[src/rtl/pwm_feedback_decoder.sv]
// Decodes the fiber-returned left/right PWM pulse trains of one H-bridge cell:
// per-leg high width and period, narrow-pulse and loss-of-switching detection.

module pwm_feedback_leg #(
    parameter int unsigned CNT_W = 16,
    parameter int unsigned LIM_W = 18
) (
    input  logic             clk,
    input  logic             reset,
    input  logic             enable,
    input  logic             faultClear,
    input  logic [LIM_W-1:0] limit,
    input  logic [15:0]      minWidth,
    input  logic             pwmFb,
    output logic [CNT_W-1:0] width,
    output logic [CNT_W-1:0] period,
    output logic             valid,
    output logic             narrowFault,
    output logic             timeoutFault,
    output logic             stuckLevel
);

    localparam int unsigned CMP_W = (CNT_W > LIM_W) ? CNT_W : LIM_W;
    localparam int unsigned MIN_W = (CNT_W > 16) ? CNT_W : 16;

    typedef enum logic [1:0] {IDLE, HIGH, LOW} legState_t;

    legState_t        state;
    logic             s1, s2, s3;
    logic             rise_c, fall_c;
    logic             timeoutHit_c, narrowHit_c;
    logic [CNT_W-1:0] perCnt, hiCnt, hiLat;

    function automatic logic [CNT_W-1:0] satInc(input logic [CNT_W-1:0] v);
        return (v == '1) ? v : v + CNT_W'(1);
    endfunction

    // Two-flop synchroniser plus history flop for edge detection
    always_ff @(posedge clk) begin
        if (reset) begin
            s1 <= 1'b0;
            s2 <= 1'b0;
            s3 <= 1'b0;
        end else begin
            s1 <= pwmFb;
            s2 <= s1;
            s3 <= s2;
        end
    end

    always_comb begin
        rise_c       = s2 & ~s3;
        fall_c       = ~s2 & s3;
        timeoutHit_c = enable && (state != IDLE) && (limit != '0)
                       && (CMP_W'(perCnt) >= CMP_W'(limit));
        narrowHit_c  = enable && (state == HIGH) && !timeoutHit_c && fall_c
                       && (minWidth != '0) && (MIN_W'(hiCnt) < MIN_W'(minWidth));
    end

    // Measurement FSM; a timeout abandons the cycle without reporting it
    always_ff @(posedge clk) begin
        if (reset) begin
            state  <= IDLE;
            perCnt <= '0;
            hiCnt  <= '0;
            hiLat  <= '0;
            width  <= '0;
            period <= '0;
            valid  <= 1'b0;
        end else begin
            valid <= 1'b0;
            if (!enable || timeoutHit_c) begin
                state  <= IDLE;
                perCnt <= '0;
                hiCnt  <= '0;
            end else begin
                case (state)
                    IDLE: begin
                        if (rise_c) begin
                            perCnt <= CNT_W'(1);
                            hiCnt  <= CNT_W'(1);
                            state  <= HIGH;
                        end
                    end
                    HIGH: begin
                        perCnt <= satInc(perCnt);
                        if (fall_c) begin
                            hiLat <= hiCnt;
                            state <= LOW;
                        end else begin
                            hiCnt <= satInc(hiCnt);
                        end
                    end
                    LOW: begin
                        if (rise_c) begin
                            period <= perCnt;
                            width  <= hiLat;
                            valid  <= 1'b1;
                            perCnt <= CNT_W'(1);
                            hiCnt  <= CNT_W'(1);
                            state  <= HIGH;
                        end else begin
                            perCnt <= satInc(perCnt);
                        end
                    end
                    default: state <= IDLE;
                endcase
            end
        end
    end

    // Sticky faults: a new set in the same cycle as a clear wins
    always_ff @(posedge clk) begin
        if (reset) begin
            narrowFault  <= 1'b0;
            timeoutFault <= 1'b0;
            stuckLevel   <= 1'b0;
        end else begin
            if (narrowHit_c) begin
                narrowFault <= 1'b1;
            end else if (faultClear) begin
                narrowFault <= 1'b0;
            end
            if (timeoutHit_c) begin
                timeoutFault <= 1'b1;
                stuckLevel   <= s2;
            end else if (faultClear) begin
                timeoutFault <= 1'b0;
                stuckLevel   <= 1'b0;
            end
        end
    end

endmodule

module pwm_feedback_decoder #(
    parameter int unsigned CNT_W        = 16,
    parameter int unsigned TIMEOUT_MULT = 4
) (
    input  logic             clk_20M,
    input  logic             reset,
    input  logic             enable,
    input  logic [15:0]      Frequency,
    input  logic [15:0]      PulWidth_Min,
    input  logic             fault_clear,
    input  logic             PWM_fbLeft,
    input  logic             PWM_fbRight,
    output logic [CNT_W-1:0] WidthLeft,
    output logic [CNT_W-1:0] PeriodLeft,
    output logic             ValidLeft,
    output logic [CNT_W-1:0] WidthRight,
    output logic [CNT_W-1:0] PeriodRight,
    output logic             ValidRight,
    output logic [3:0]       Fault,
    output logic [1:0]       StuckLevel
);

    localparam int unsigned LIM_W = 18;

    logic [LIM_W-1:0] limit;
    logic             narrowLeft, timeoutLeft, stuckLeft;
    logic             narrowRight, timeoutRight, stuckRight;

    // Loss-of-switching limit, wide enough that the multiply never truncates
    assign limit = LIM_W'(TIMEOUT_MULT) * LIM_W'(Frequency);

    pwm_feedback_leg #(.CNT_W(CNT_W), .LIM_W(LIM_W)) legLeft (
        .clk          (clk_20M),
        .reset        (reset),
        .enable       (enable),
        .faultClear   (fault_clear),
        .limit        (limit),
        .minWidth     (PulWidth_Min),
        .pwmFb        (PWM_fbLeft),
        .width        (WidthLeft),
        .period       (PeriodLeft),
        .valid        (ValidLeft),
        .narrowFault  (narrowLeft),
        .timeoutFault (timeoutLeft),
        .stuckLevel   (stuckLeft)
    );

    pwm_feedback_leg #(.CNT_W(CNT_W), .LIM_W(LIM_W)) legRight (
        .clk          (clk_20M),
        .reset        (reset),
        .enable       (enable),
        .faultClear   (fault_clear),
        .limit        (limit),
        .minWidth     (PulWidth_Min),
        .pwmFb        (PWM_fbRight),
        .width        (WidthRight),
        .period       (PeriodRight),
        .valid        (ValidRight),
        .narrowFault  (narrowRight),
        .timeoutFault (timeoutRight),
        .stuckLevel   (stuckRight)
    );

    assign Fault      = {timeoutRight, narrowRight, timeoutLeft, narrowLeft};
    assign StuckLevel = {stuckRight, stuckLeft};

endmodule

[config.mk]
export PLATFORM = sky130hd
export DESIGN_NAME = pwm_feedback_decoder
export DESIGN_NICKNAME = d
export VERILOG_FILES = /design/src/rtl/pwm_feedback_decoder.sv
export SDC_FILE = /design/constraint.sdc
export NUM_CORES = 1
export LEC_CHECK = 0
export ABC_AREA = 1
export BUFFER_PORTS_ARGS = -buffer_cell sky130_fd_sc_hd__buf_2
export CORE_MARGIN = 4
export CORE_UTILIZATION = 55
export CTS_CLUSTER_DIAMETER = 200
export DETAILED_ROUTE_END_ITERATION = 10
export GPL_TIMING_DRIVEN = 0
export HOLD_SLACK_MARGIN = 0.03
export PLACE_DENSITY_LB_ADDON = 0.3
export SLEW_MARGIN = 20
export SYNTH_ARGS = -nofsm -noshare
export SYNTH_HDL_FRONTEND = slang
export SYNTH_HIERARCHICAL = 1
export SYNTH_SLANG_ARGS = --single-unit
[constraint.sdc]
create_clock -name clk_20M -period 3.4 [get_ports clk_20M]
set_clock_uncertainty 0.1 [all_clocks]
set_input_delay 0.17 -clock clk_20M [delete_from_list [all_inputs] [get_ports clk_20M]]
set_output_delay 0.17 -clock clk_20M [all_outputs]
set_load 0.02 [all_outputs]
==> flow_summary_export.csv <==
group,metric,value,unit
cells_and_area,fill_cells,1661,
synth,synthTopCellsByArea,"dfxtp_1, nand2_1, ha_1, a21oi_1, inv_1",
clock_tree,numCtsBuffers,17,
timing,finalWorstSetupSlack,1060,ps
floorplanning,ios,110,
detailed_routing,drt-initial-drc-count,812,
grt,track_usage,24.1,%
grt,grt_first_pass_wirelength,41.4,mm
synth,synth_seq_cells,178,
min_path,hold_class,"in2reg",
critical_path,worstPathArrival,2590,ps
min_path,min_from,"reset",
floorplanning,dieArea,20900,um2
critical_path,r2r-end,"legRight/perCnt[9]",
timing,fmaxAchievable,427,MHz
clock_tree,cts_tree,"yes",
power,vdd_drop_max,0.348,mV
critical_path,cp.required,3650,ps
power,power_density,366,nW/um2
synth,synthCells,1421,
clock_tree,numClockSinks,178,
synth,netlist_area,10300,um2
cells_and_area,seq_area,3560,um2
cells_and_area,drive_above_1_share,16.0,%
cells_and_area,final_nets,1669,
synth,synth_edf_count,0,
min_path,worstHoldEndpoint,"legRight/hiCnt[10]",
critical_path,crit_type,"reg2reg",
grt,grt_max_degree,19,
clock_tree,ctsHoldBuffers,3,
grt,grt_pass1_vias,8828,
clock_tree,cts_max_level,4,
detailed_routing,via_per_inst,5.38,
clock_tree,clock_latency,430,ps
cells_and_area,antenna_cells,0,
clock_tree,ctsResizeCount,0,
critical_path,crit_start,"legRight/perCnt[8]",
synth,synthArstFlopShare,0,%
placed_design,place_congestion,0.943,
critical_path,end_kind,"register",
timing,grt_setup_unrepaired,"no",
synth,synth_cell_types,45,
cells_and_area,utilization,64.6,%
critical_path,r2r_start,"legRight/perCnt[8]",
cells_and_area,multi_input_area,5650,um2
synth,syn_avg_cell_area,7.23,um2
floorplanning,num_rows,49,
timing,period_share,68.9,%
cells_and_area,areaGrowthSynthToFinish,14.1,%
synth,yosys-top-cells-count,"nand2_1, dfxtp_1, inv_1",
critical_path,start_kind,"register",
floorplanning,coreArea,18100,um2
detailed_routing,wl_per_cell,13.9,um
synth,yosysWarnings,6,
detailed_routing,wl,25.0,mm
timing,hold_violations,0,
detailed_routing,dr_total_vias,9682,
synth,synthDominantCellAreaShare,34.7,%
timing,finalSetupTns,0,ps
detailed_routing,ant_nets,0,
timing,finalSetupViolations,0,
min_path,hold_depth,4,
synth,yosysSeqAreaShare,34.7,%
clock_tree,root_buffer,"clkbuf_16",
timing,finalCriticalPeriod,2340,ps
clock_tree,ctsLongestPathBuffers,2,
clock_tree,postCtsSetupBuffers,0,
detailed_routing,dr.pass1.iters,5,
grt,antenna_found_initial,0,
run,drv_cap,0,
placed_design,post-dp-hpwl,19.5,mm
critical_path,regToRegSetupSlack,1060,ps
floorplanning,die_h,145,um
timing,slew_violations,0,
critical_path,worstRegToRegCells,12,
synth,ys.flop_type,"dfxtp_1",
floorplanning,die_w,145,um
placed_design,place_ws,1090,ps
timing,relSlewSlack,56.3,%
placed_design,portBuffers,109,
clock_tree,clk_pin_slew,70,ps
floorplanning,start_util,56.6,%
critical_path,crit_fanout,8,
timing,worstMarginPinSlew,656,ps
synth,yosysMostFrequentCell,"nand2_1",
outcome,status,"completed",
power,p_leak,4.97,nW
detailed_routing,drc,0,
grt,overflow,0,
synth,synth_top_cell_by_area,"dfxtp_1",
==> area by class of cell <==
cell class / count / area share, %
buffer: 50 / 3.12
clock buffer: 17 / 3.63
clock inverter: 15 / 1.17
inverter: 186 / 6.09
multi-input combinational: 1012 / 48.2
sequential: 178 / 30.4
tap: 229 / 2.45
timing repair buffer: 112 / 4.91
==> cell usage in the layout (no fill, tap or decap), types with 3 or more instances in the layout <==
cell type / n
a21oi_1: 156
a31oi_1: 6
a32oi_1: 4
buf_2: 113
buf_4: 10
buf_6: 18
clkbuf_1: 16
clkbuf_16: 17
clkinv_2: 3
conb_1: 6
dfxtp_1: 178
dlygate4sd3_1: 3
ha_1: 74
inv_1: 170
inv_2: 14
inv_6: 5
inv_8: 6
nand2_1: 304
nand2_2: 14
nand2_4: 4
nand2_8: 6
nand3_1: 122
nand3_2: 4
nand4_1: 26
nor2_1: 120
nor2_2: 8
nor2_4: 6
nor2_8: 4
nor3_1: 62
nor3_2: 6
nor4_1: 4
o21a_1: 4
o21ai_0: 16
o21ai_1: 6
o31ai_1: 4
xor2_1: 22
==> state kept, by name, indices dropped and copies added (netlist names), 2 cells and up <==
signal           flops
legLeft/width       16
legLeft/hiLat       16
legLeft/perCnt      16
legRight/hiCnt      16
legRight/perCnt     16
legLeft/hiCnt       16
legRight/width      16
legLeft/state        2
legLeft/period      16
legRight/hiLat      16
legRight/period     16
legRight/state       2
==> power breakdown <==
part           internal (mW)  switching (mW)  leakage (nW)
Sequential              2.09         0.00812          1.43
Combinational         0.0929           0.203          3.25
Clock                  0.972           0.921         0.283
Total                   3.15            1.13          4.97
==> routing by layer <==
layer  global-route usage [%]  wire length (um)
met5                        0                 0
met4                     6.38               337
met3                     4.24              1480
met2                     39.8             11700
met1                     32.7             11500
==> cells by family (layout without fill, tap and decap cells) <==
| kind of cell | Yosys count | in the layout | synth area share, % |
|---|---|---|---|
| other cells | 1 | 6 | 0.0365 |
| xor+xnor | 24 | 24 | 2.05 |
| fa+ha+maj | 74 | 74 | 9.01 |
| flops | 178 | 178 | 34.7 |
| compound gates | 206 | 206 | 11.0 |
| simple gates | 702 | 702 | 32.7 |
| buf+inv | 236 | 380 | 10.5 |
==> how the worst max path moves through the flow <==
| stage | depth (start not counted) | to | slack, ps |
|---|---|---|---|
| after floorplan | 14 | legLeft/period[10] | 1450 |
| after global placement | 12 | legLeft/perCnt[1] | 1130 |
| after detailed placement | 12 | legRight/perCnt[6] | 1090 |
| after CTS | 12 | legRight/perCnt[9] | 1090 |
| after global routing | 12 | legLeft/perCnt[1] | 860 |
| final | 12 | legRight/perCnt[9] | 1060 |
==> worst max-delay path, cell delays in order, from the launching register on <==
cell and delay, ps:
dfxtp_1 540, ha_1 300, nand2_1 80, nor2_1 60, nand2_1 80, nor2_1 50
nor2_1 120, nand3_2 130, nand2_4 130, nand2_8 100, nor2_8 150, nand2_1 220
nor3_1 190
==> through the flow <==
| step | instances | instance area (um2) | hold WS, ps | total power [mW] |
|---|---|---|---|---|
| after floorplan | 1426 | 10300 | 177 | 2.34 |
| final | 1799 | 11700 | 114 | 4.29 |
| after detailed placement | 1764 | 11100 | 296 | 2.43 |
| after CTS | 1799 | 11700 | 113 | 4.31 |
| after global routing | 1799 | 11700 | 141 | 4.44 |
| after global placement | 1764 | 11100 | 290 | 2.43 |
(Power assumes the default switching activity.)
